`src/rtl/pipe_ctrl_pkg.sv`:
```
`timescale 1ns/1ps
`default_nettype none
// +----------------------------------------------------------------------------+
// | Module      : pipe_ctrl_pkg                                                |
// | Description : Shared types and constants for the pipeline sequencer.       |
// |               The state enum and PC-source encodings are also used by the  |
// |               PC mux and the hazard-unit bench.                            |
// | Revision    : 1.0 - initial release                                        |
// +----------------------------------------------------------------------------+
package pipe_ctrl_pkg;

  // Sequencer states
  typedef enum logic [1:0] {
    RST_HOLD  = 2'd0,
    RUN       = 2'd1,
    MD_WAIT   = 2'd2,
    EXC_FLUSH = 2'd3
  } pc_state_e;

  // PC mux source select
  localparam logic [1:0] PC_SEL_SEQ = 2'b00;
  localparam logic [1:0] PC_SEL_BR  = 2'b01;
  localparam logic [1:0] PC_SEL_EXC = 2'b10;

  // One complete set of stage controls.
  typedef struct packed {
    logic       pc_ena;
    logic [1:0] pc_sel;
    logic       if_id_ena;
    logic       id_ex_ena;
    logic       ex_mem_ena;
    logic       mem_wb_ena;
    logic       if_id_flush;
    logic       id_ex_flush;
    logic       ex_mem_flush;
  } stage_ctrl_t;

  // Everything frozen, every register bubbled.
  localparam stage_ctrl_t CTRL_RESET = '{
    pc_ena: 1'b0, pc_sel: PC_SEL_SEQ,
    if_id_ena: 1'b0, id_ex_ena: 1'b0, ex_mem_ena: 1'b0, mem_wb_ena: 1'b0,
    if_id_flush: 1'b1, id_ex_flush: 1'b1, ex_mem_flush: 1'b1};

  // Free-running pipeline.
  localparam stage_ctrl_t CTRL_RUN = '{
    pc_ena: 1'b1, pc_sel: PC_SEL_SEQ,
    if_id_ena: 1'b1, id_ex_ena: 1'b1, ex_mem_ena: 1'b1, mem_wb_ena: 1'b1,
    if_id_flush: 1'b0, id_ex_flush: 1'b0, ex_mem_flush: 1'b0};

  // Load/use stall: hold PC and IF/ID, bubble into ID/EX, back end drains.
  localparam stage_ctrl_t CTRL_STALL = '{
    pc_ena: 1'b0, pc_sel: PC_SEL_SEQ,
    if_id_ena: 1'b0, id_ex_ena: 1'b1, ex_mem_ena: 1'b1, mem_wb_ena: 1'b1,
    if_id_flush: 1'b0, id_ex_flush: 1'b1, ex_mem_flush: 1'b0};

  // Taken branch: redirect PC, squash the wrong-path fetch in IF/ID.
  localparam stage_ctrl_t CTRL_BRANCH = '{
    pc_ena: 1'b1, pc_sel: PC_SEL_BR,
    if_id_ena: 1'b1, id_ex_ena: 1'b1, ex_mem_ena: 1'b1, mem_wb_ena: 1'b1,
    if_id_flush: 1'b1, id_ex_flush: 1'b0, ex_mem_flush: 1'b0};

  // Mul/div occupies EX: front end frozen, bubbles flow out of EX so that
  // older instructions in MEM/WB still complete.
  localparam stage_ctrl_t CTRL_MD_FREEZE = '{
    pc_ena: 1'b0, pc_sel: PC_SEL_SEQ,
    if_id_ena: 1'b0, id_ex_ena: 1'b0, ex_mem_ena: 1'b1, mem_wb_ena: 1'b1,
    if_id_flush: 1'b0, id_ex_flush: 1'b0, ex_mem_flush: 1'b1};

  // Exception taken: jump to the vector, kill everything younger than MEM,
  // and keep the faulting instruction out of WB.
  localparam stage_ctrl_t CTRL_EXC = '{
    pc_ena: 1'b1, pc_sel: PC_SEL_EXC,
    if_id_ena: 1'b1, id_ex_ena: 1'b1, ex_mem_ena: 1'b1, mem_wb_ena: 1'b0,
    if_id_flush: 1'b1, id_ex_flush: 1'b1, ex_mem_flush: 1'b1};

  // Cycle after the redirect: the vector instruction moves into ID while the
  // back end still carries bubbles.
  localparam stage_ctrl_t CTRL_EXC_FLUSH = '{
    pc_ena: 1'b1, pc_sel: PC_SEL_SEQ,
    if_id_ena: 1'b1, id_ex_ena: 1'b1, ex_mem_ena: 1'b1, mem_wb_ena: 1'b1,
    if_id_flush: 1'b0, id_ex_flush: 1'b1, ex_mem_flush: 1'b1};

  // Normal-advance controls: a stall outranks a branch because the branch
  // operands are not ready yet; the branch is presented again afterwards.
  function automatic stage_ctrl_t ctrl_advance(input logic hz_stall,
                                               input logic branch_taken);
    stage_ctrl_t c;
    c = CTRL_RUN;
    if (hz_stall) begin
      c = CTRL_STALL;
    end else if (branch_taken) begin
      c = CTRL_BRANCH;
    end
    return c;
  endfunction

  function automatic int max3(input int a, input int b, input int c);
    int m;
    m = (a > b) ? a : b;
    m = (m > c) ? m : c;
    return m;
  endfunction

  // Down-counter width able to hold the largest load value.
  function automatic int cnt_width(input int a, input int b, input int c);
    return $clog2(max3(a, b, c)) + 1;
  endfunction

endpackage : pipe_ctrl_pkg
`default_nettype wire

```
`src/rtl/pipe_ctrl_if.sv`:
```
`timescale 1ns/1ps
`default_nettype none
// +----------------------------------------------------------------------------+
// | Module      : pipe_ctrl_if                                                 |
// | Description : Request/control bundle between the pipeline sequencer and   |
// |               the datapath.                                                |
// |   Requests  : hz_stall_i, branch_taken_i, md_start_i, md_div_i, exc_i     |
// |   Controls  : pc_ena_o, pc_sel_o[1:0], *_ena_o, *_flush_o,                |
// |               md_busy_o, md_done_o, md_abort_o                             |
// |   master    : the sequencer (consumes requests, drives controls)          |
// |   slave     : the datapath side (drives requests, consumes controls)      |
// | Revision    : 1.0 - initial release                                        |
// +----------------------------------------------------------------------------+
interface pipe_ctrl_if;

  // Requests from the datapath / hazard unit
  logic       hz_stall_i;
  logic       branch_taken_i;
  logic       md_start_i;
  logic       md_div_i;
  logic       exc_i;

  // Controls back to the datapath
  logic       pc_ena_o;
  logic [1:0] pc_sel_o;
  logic       if_id_ena_o;
  logic       id_ex_ena_o;
  logic       ex_mem_ena_o;
  logic       mem_wb_ena_o;
  logic       if_id_flush_o;
  logic       id_ex_flush_o;
  logic       ex_mem_flush_o;
  logic       md_busy_o;
  logic       md_done_o;
  logic       md_abort_o;

  modport master (
    input  hz_stall_i, branch_taken_i, md_start_i, md_div_i, exc_i,
    output pc_ena_o, pc_sel_o,
           if_id_ena_o, id_ex_ena_o, ex_mem_ena_o, mem_wb_ena_o,
           if_id_flush_o, id_ex_flush_o, ex_mem_flush_o,
           md_busy_o, md_done_o, md_abort_o
  );

  modport slave (
    output hz_stall_i, branch_taken_i, md_start_i, md_div_i, exc_i,
    input  pc_ena_o, pc_sel_o,
           if_id_ena_o, id_ex_ena_o, ex_mem_ena_o, mem_wb_ena_o,
           if_id_flush_o, id_ex_flush_o, ex_mem_flush_o,
           md_busy_o, md_done_o, md_abort_o
  );

endinterface : pipe_ctrl_if
`default_nettype wire

```
`src/rtl/pipe_ctrl_timer.sv`:
```
`timescale 1ns/1ps
`default_nettype none
// +----------------------------------------------------------------------------+
// | Module      : pipe_ctrl_timer                                              |
// | Description : Loadable down-counter with zero flag. Serves both the       |
// |               post-reset hold and the mul/div occupancy wait.              |
// |   clk_i      in  clock                                                     |
// |   rst_i      in  asynchronous active-high reset (count <= RST_VAL)         |
// |   load_i     in  load load_val_i (wins over dec_i)                         |
// |   load_val_i in  value to load                                             |
// |   dec_i      in  decrement; saturates at zero                              |
// |   zero_o     out count is zero                                             |
// | Revision    : 1.0 - initial release                                        |
// +----------------------------------------------------------------------------+
module pipe_ctrl_timer #(
  parameter int WIDTH   = 4,
  parameter int RST_VAL = 0
) (
  input  logic             clk_i,
  input  logic             rst_i,
  input  logic             load_i,
  input  logic [WIDTH-1:0] load_val_i,
  input  logic             dec_i,
  output logic             zero_o
);

  logic [WIDTH-1:0] r_count;
  logic             w_zero;

  assign w_zero = (r_count == '0);
  assign zero_o = w_zero;

  always_ff @(posedge clk_i or posedge rst_i) begin
    if (rst_i) begin
      r_count <= WIDTH'(RST_VAL);
    end else if (load_i) begin
      r_count <= load_val_i;
    end else if (dec_i && !w_zero) begin
      r_count <= r_count - WIDTH'(1);
    end
  end

endmodule : pipe_ctrl_timer
`default_nettype wire

```
`src/rtl/pipe_ctrl.sv`:
```
`timescale 1ns/1ps
`default_nettype none
// +----------------------------------------------------------------------------+
// | Module      : pipe_ctrl                                                    |
// | Description : Central sequencer for the 5-stage MIPS pipeline. Merges     |
// |               load/use stalls, ID-stage branch redirects, multi-cycle     |
// |               mul/div occupancy of EX and MEM-stage exceptions into one   |
// |               consistent set of register enables, bubble controls and a   |
// |               PC-source select.                                            |
// |   clk_i  in  clock                                                         |
// |   rst_i  in  asynchronous active-high reset                                |
// |   bus    pipe_ctrl_if.master: requests in, stage controls out              |
// | Revision    : 1.0 - initial release                                        |
// +----------------------------------------------------------------------------+
module pipe_ctrl
  import pipe_ctrl_pkg::*;
#(
  parameter int MUL_CYCLES      = 4,
  parameter int DIV_CYCLES      = 32,
  parameter int RST_HOLD_CYCLES = 2
) (
  input  logic            clk_i,
  input  logic            rst_i,
  pipe_ctrl_if.master     bus
);

  localparam int CNT_W = cnt_width(MUL_CYCLES, DIV_CYCLES, RST_HOLD_CYCLES);

  // Counter load values: the wait ends when the counter reaches zero, so an
  // N-cycle occupancy loads N-1.
  localparam logic [CNT_W-1:0] MUL_LOAD = CNT_W'(MUL_CYCLES - 1);
  localparam logic [CNT_W-1:0] DIV_LOAD = CNT_W'(DIV_CYCLES - 1);

  pc_state_e        r_state;
  pc_state_e        w_state_next;

  logic             w_load;
  logic [CNT_W-1:0] w_load_val;
  logic             w_dec;
  logic             w_zero;

  stage_ctrl_t      w_ctrl;
  logic             w_md_busy;
  logic             w_md_done;
  logic             w_md_abort;

  // --------------------------------------------------------------------------
  // Shared counter: reset value gives the post-reset freeze, a load in RUN
  // starts a mul/div wait.
  // --------------------------------------------------------------------------
  pipe_ctrl_timer #(
    .WIDTH   (CNT_W),
    .RST_VAL (RST_HOLD_CYCLES - 1)
  ) u_timer (
    .clk_i      (clk_i),
    .rst_i      (rst_i),
    .load_i     (w_load),
    .load_val_i (w_load_val),
    .dec_i      (w_dec),
    .zero_o     (w_zero)
  );

  // --------------------------------------------------------------------------
  // State register. Async reset makes the reset outputs appear immediately,
  // since all outputs decode from the state.
  // --------------------------------------------------------------------------
  always_ff @(posedge clk_i or posedge rst_i) begin
    if (rst_i) begin
      r_state <= RST_HOLD;
    end else begin
      r_state <= w_state_next;
    end
  end

  // --------------------------------------------------------------------------
  // Next state, counter control and stage controls.
  // --------------------------------------------------------------------------
  always_comb begin
    w_state_next = r_state;
    w_load       = 1'b0;
    w_load_val   = MUL_LOAD;
    w_dec        = 1'b0;
    w_ctrl       = CTRL_RESET;
    w_md_busy    = 1'b0;
    w_md_done    = 1'b0;
    w_md_abort   = 1'b0;

    case (r_state)
      RST_HOLD: begin
        // Requests are ignored until the pipeline has settled.
        w_ctrl = CTRL_RESET;
        w_dec  = 1'b1;
        if (w_zero) begin
          w_state_next = RUN;
        end
      end

      RUN: begin
        if (bus.exc_i) begin
          w_ctrl       = CTRL_EXC;
          w_state_next = EXC_FLUSH;
        end else if (bus.md_start_i) begin
          w_ctrl       = CTRL_MD_FREEZE;
          w_load       = 1'b1;
          w_load_val   = bus.md_div_i ? DIV_LOAD : MUL_LOAD;
          w_state_next = MD_WAIT;
        end else begin
          w_ctrl = ctrl_advance(bus.hz_stall_i, bus.branch_taken_i);
        end
      end

      MD_WAIT: begin
        w_md_busy = 1'b1;
        w_dec     = 1'b1;
        if (bus.exc_i) begin
          // Exception kills the in-flight mul/div; no completion pulse.
          w_md_abort   = 1'b1;
          w_ctrl       = CTRL_EXC;
          w_state_next = EXC_FLUSH;
        end else if (w_zero) begin
          // Result leaves EX this cycle; the front end resumes under the
          // normal stall/branch rules. md_start_i is not a new request here.
          w_md_done    = 1'b1;
          w_ctrl       = ctrl_advance(bus.hz_stall_i, bus.branch_taken_i);
          w_state_next = RUN;
        end else begin
          w_ctrl = CTRL_MD_FREEZE;
        end
      end

      EXC_FLUSH: begin
        // exc_i is masked: stages still draining the old path must not raise
        // a second exception.
        w_ctrl       = CTRL_EXC_FLUSH;
        w_state_next = RUN;
      end

      default: begin
        w_ctrl       = CTRL_RESET;
        w_state_next = RST_HOLD;
      end
    endcase
  end

  // --------------------------------------------------------------------------
  // Output mapping
  // --------------------------------------------------------------------------
  assign bus.pc_ena_o       = w_ctrl.pc_ena;
  assign bus.pc_sel_o       = w_ctrl.pc_sel;
  assign bus.if_id_ena_o    = w_ctrl.if_id_ena;
  assign bus.id_ex_ena_o    = w_ctrl.id_ex_ena;
  assign bus.ex_mem_ena_o   = w_ctrl.ex_mem_ena;
  assign bus.mem_wb_ena_o   = w_ctrl.mem_wb_ena;
  assign bus.if_id_flush_o  = w_ctrl.if_id_flush;
  assign bus.id_ex_flush_o  = w_ctrl.id_ex_flush;
  assign bus.ex_mem_flush_o = w_ctrl.ex_mem_flush;
  assign bus.md_busy_o      = w_md_busy;
  assign bus.md_done_o      = w_md_done;
  assign bus.md_abort_o     = w_md_abort;

endmodule : pipe_ctrl
`default_nettype wire

```
`src/flat_wrapper.sv`:
```
// flat-port wrapper written by rule: the top's interface ports become plain ports
module pipe_ctrl_flat import pipe_ctrl_pkg::*;
#(
  parameter int MUL_CYCLES      = 4,
  parameter int DIV_CYCLES      = 32,
  parameter int RST_HOLD_CYCLES = 2
)
  (clk_i, rst_i, bus_hz_stall_i, bus_branch_taken_i, bus_md_start_i, bus_md_div_i, bus_exc_i, bus_pc_ena_o, bus_pc_sel_o, bus_if_id_ena_o, bus_id_ex_ena_o, bus_ex_mem_ena_o, bus_mem_wb_ena_o, bus_if_id_flush_o, bus_id_ex_flush_o, bus_ex_mem_flush_o, bus_md_busy_o, bus_md_done_o, bus_md_abort_o);
  pipe_ctrl_if bus_i ();
  input  logic clk_i;
  input  logic rst_i;
  input wire logic [$bits(bus_i.hz_stall_i)-1:0] bus_hz_stall_i;
  input wire logic [$bits(bus_i.branch_taken_i)-1:0] bus_branch_taken_i;
  input wire logic [$bits(bus_i.md_start_i)-1:0] bus_md_start_i;
  input wire logic [$bits(bus_i.md_div_i)-1:0] bus_md_div_i;
  input wire logic [$bits(bus_i.exc_i)-1:0] bus_exc_i;
  output wire logic [$bits(bus_i.pc_ena_o)-1:0] bus_pc_ena_o;
  output wire logic [$bits(bus_i.pc_sel_o)-1:0] bus_pc_sel_o;
  output wire logic [$bits(bus_i.if_id_ena_o)-1:0] bus_if_id_ena_o;
  output wire logic [$bits(bus_i.id_ex_ena_o)-1:0] bus_id_ex_ena_o;
  output wire logic [$bits(bus_i.ex_mem_ena_o)-1:0] bus_ex_mem_ena_o;
  output wire logic [$bits(bus_i.mem_wb_ena_o)-1:0] bus_mem_wb_ena_o;
  output wire logic [$bits(bus_i.if_id_flush_o)-1:0] bus_if_id_flush_o;
  output wire logic [$bits(bus_i.id_ex_flush_o)-1:0] bus_id_ex_flush_o;
  output wire logic [$bits(bus_i.ex_mem_flush_o)-1:0] bus_ex_mem_flush_o;
  output wire logic [$bits(bus_i.md_busy_o)-1:0] bus_md_busy_o;
  output wire logic [$bits(bus_i.md_done_o)-1:0] bus_md_done_o;
  output wire logic [$bits(bus_i.md_abort_o)-1:0] bus_md_abort_o;
  assign bus_i.hz_stall_i = bus_hz_stall_i;
  assign bus_i.branch_taken_i = bus_branch_taken_i;
  assign bus_i.md_start_i = bus_md_start_i;
  assign bus_i.md_div_i = bus_md_div_i;
  assign bus_i.exc_i = bus_exc_i;
  assign bus_pc_ena_o = bus_i.pc_ena_o;
  assign bus_pc_sel_o = bus_i.pc_sel_o;
  assign bus_if_id_ena_o = bus_i.if_id_ena_o;
  assign bus_id_ex_ena_o = bus_i.id_ex_ena_o;
  assign bus_ex_mem_ena_o = bus_i.ex_mem_ena_o;
  assign bus_mem_wb_ena_o = bus_i.mem_wb_ena_o;
  assign bus_if_id_flush_o = bus_i.if_id_flush_o;
  assign bus_id_ex_flush_o = bus_i.id_ex_flush_o;
  assign bus_ex_mem_flush_o = bus_i.ex_mem_flush_o;
  assign bus_md_busy_o = bus_i.md_busy_o;
  assign bus_md_done_o = bus_i.md_done_o;
  assign bus_md_abort_o = bus_i.md_abort_o;
  pipe_ctrl #(.MUL_CYCLES(MUL_CYCLES), .DIV_CYCLES(DIV_CYCLES), .RST_HOLD_CYCLES(RST_HOLD_CYCLES)) u_core (.clk_i(clk_i), .rst_i(rst_i), .bus(bus_i));
endmodule
```
`config.mk`:
```
export PLATFORM = sky130hd
export DESIGN_NAME = pipe_ctrl_flat
export DESIGN_NICKNAME = d
export VERILOG_FILES = /design/src/rtl/pipe_ctrl_pkg.sv /design/src/rtl/pipe_ctrl_if.sv /design/src/rtl/pipe_ctrl_timer.sv /design/src/rtl/pipe_ctrl.sv /design/src/flat_wrapper.sv
export SDC_FILE = /design/constraint.sdc
export NUM_CORES = 1
export LEC_CHECK = 0
export ABC_AREA = 1
export CAP_MARGIN = 10
export CORE_MARGIN = 2
export CORE_UTILIZATION = 49
export DETAILED_ROUTE_END_ITERATION = 8
export PLACE_DENSITY = 0.87
export RECOVER_POWER = 100
export SLEW_MARGIN = 20
export SYNTH_ARGS = -nofsm -noshare
export SYNTH_HDL_FRONTEND = slang
export SYNTH_SLANG_ARGS = --single-unit
```
`constraint.sdc`:
```
create_clock -name clk_i -period 4.9 [get_ports clk_i]
set_input_delay 1.47 -clock clk_i [delete_from_list [all_inputs] [get_ports clk_i]]
set_output_delay 1.47 -clock clk_i [all_outputs]
set_load 0.01 [all_outputs]
```
==> metrics.txt <==
Worst Path Required roughly 3400 ps; # port buffers 19; first-pass GRT wire length 2330 um; die height between 40 and 50 um; final setup fails 0; RSZ-0062 raised after global routing false; area share of the largest cell type after synthesis 26.0%; Syn Area/Cell 6.18 um2; cells after synthesis 109; Post-CTS Setup Bufs 0; Worst VDD drop 0.330 mV; Tot Pwr around 0.54 mW; # DRC 0; Fin Clk Skew 5.46 ps; Max Clk Rate roughly 210 MHz; clk buf depth 2; total clock sinks 8; min-delay worst type reg -> reg; vias per cell 5.08; leading area contributor after synthesis dfrtp_1; NumNets Final 140; actual slew at the worst max-slew pin 274 ps; total CTS buffers 3; drt pass-1 iters 4; share of post-route cells with drive strength above 1 a little over a tenth; area of the die 1690 um2; ranking of synthesized cells by area dfrtp_1, nand2_1, inv_1; Unique masters post-synth 19; GRT overflow 0; clk slew on worst S/H paths around 50 ps; Worst Path Max Fanout 7; most common cell after layout, fill and taps aside nand2_1; core area approximately 1300 um2; Yosys warnings 0; antenna violations before repair 0; largest net degree at the start of global routing 9; P per Cell Area 616 nW/um2; max cap viols 0; Starting Density 52.4%; htree depth 1; area delta synth->final 31.4%; Slew headroom just over 80%; Die X 41.1 um; via count 742; Root Driver clkbuf_4; status finished, final reports clean; Sum Neg Setup Slack 0 ps; LEAKAGE a little under 0.5 nW; wire per inst just over 10 um; Mapped Area 673 um2; Total GRT Usage 22.0%; post-CTS sizing 0; WP data arrival 3220 ps; GPL Wtd Cong 0.860; vias in the first global route 575; CP Launch Type primary input; sequential share of the synthesized area 29.9%; Final Max Tran Viols 0; clk_lat worst skew 250 ps; final hold vios 0; most frequent cells in the layout nand2_1, dlygate4sd3_1, inv_1; WS Path Type in -> out; antenna-violating nets left 0; Ant. Diodes 0; Final Cycle Share a little over nine tenths; Yosys reg bits 8; Post-Synthesis Net Count around 120; dpl hpwl 1240 um; Post-Route WL 1480 um; Std-Cell Rows 13; CTS tree yes; crit path capture type output pin; cts-stage hold buffer count 0; initial DRC count 23; Top Ports 20; min Tclk post-route roughly 4700 ps
## cells in the mapped netlist
| cell type | instances |
|---|---|
| a21oi_1 | 7 |
| buf_4 | 1 |
| dfrtp_1 | 7 |
| dfstp_2 | 1 |
| ha_1 | 1 |
| inv_1 | 14 |
| inv_2 | 3 |
| inv_4 | 1 |
| nand2_1 | 45 |
| nand2_4 | 3 |
| nand3_1 | 7 |
| nand3_2 | 2 |
| nand4_1 | 1 |
| nor2_1 | 7 |
| nor2_2 | 3 |
| o211ai_1 | 1 |
| o21ai_0 | 3 |
| o22ai_1 | 1 |
| xor2_1 | 1 |
## kinds of logic after synthesis
family          Yosys count  synth area share, %
compound gates           12                 9.48
xor+xnor                  1                 1.30
fa+ha+maj                 1                 1.86
buf+inv                  19                 11.5
flops                     8                 29.9
simple gates             68                 45.9
## per-layer routing
metal	track usage, %	vias up	share of wire, %
met1	30.1	327	47
met2	31.6	28	44
met4	15.0	0	2.4
met5	0	-	0
met3	3.26	4	5.9
li1	-	383	-
## final timing paths
| check | from | end | slack (ps) | cells past startpoint |
|---|---|---|---|---|
| max | bus_exc_i | bus_pc_sel_o[0] | 210 | 9 |
| min | u_core.u_timer.r_count[0]$_DFFE_PP1P_ | u_core.u_timer.r_count[0]$_DFFE_PP1P_ | 470 | 2 |
| max reg2reg | u_core.u_timer.r_count[0]$_DFFE_PP1P_ | u_core.u_timer.r_count[5]$_DFFE_PP0P_ | 3190 | 8 |
| min reg2reg | u_core.u_timer.r_count[0]$_DFFE_PP1P_ | u_core.u_timer.r_count[0]$_DFFE_PP1P_ | 470 | 2 |
| max in group asynchronous | rst_i | u_core.u_timer.r_count[0]$_DFFE_PP1P_ | 3030 | 2 |
| min in group asynchronous | rst_i | u_core.u_timer.r_count[2]$_DFFE_PP0P_ | 1590 | 2 |
## stage by stage
step	utilization, %	worst slack (ps)	hold slack (ps)	area (um2)	cells
4_1_cts	70.1	336	477	901	146
6_report	68.8	206	473	885	146
5_1_grt	68.8	121	517	885	146
3_3_place_gp	68.1	382	460	875	142
2_1_floorplan	-	1370	446	673	109
3_5_place_dp	68.1	340	469	875	142
## registers in the layout, indices dropped and copies added, names as in the netlist
signal and count:
u_core.u_timer.r_count 6, u_core.r_state 2
## critical path, stage by stage
cell and delay, ps:
dlygate4sd3_1 600, inv_2 130, nand3_2 90, inv_1 80
nand2_1 60, inv_1 80, nor2_2 50, nor2_2 60
dlygate4sd3_1 600
## report_power, final
part	switching [mW]	internal [mW]
clock	0.0199	0.0310
combinational	0.210	0.148
sequential	0.0342	0.101
## layout make-up
cell class	instances	area [um2]
clock buffers	4	26.3
fillers	125	400
inverters	18	68.8
multi-input cells	82	379
flip-flops and latches	8	201
well taps	15	18.8
repair buffers	19	190
Note: power is estimated with default switching activity, not from simulation.
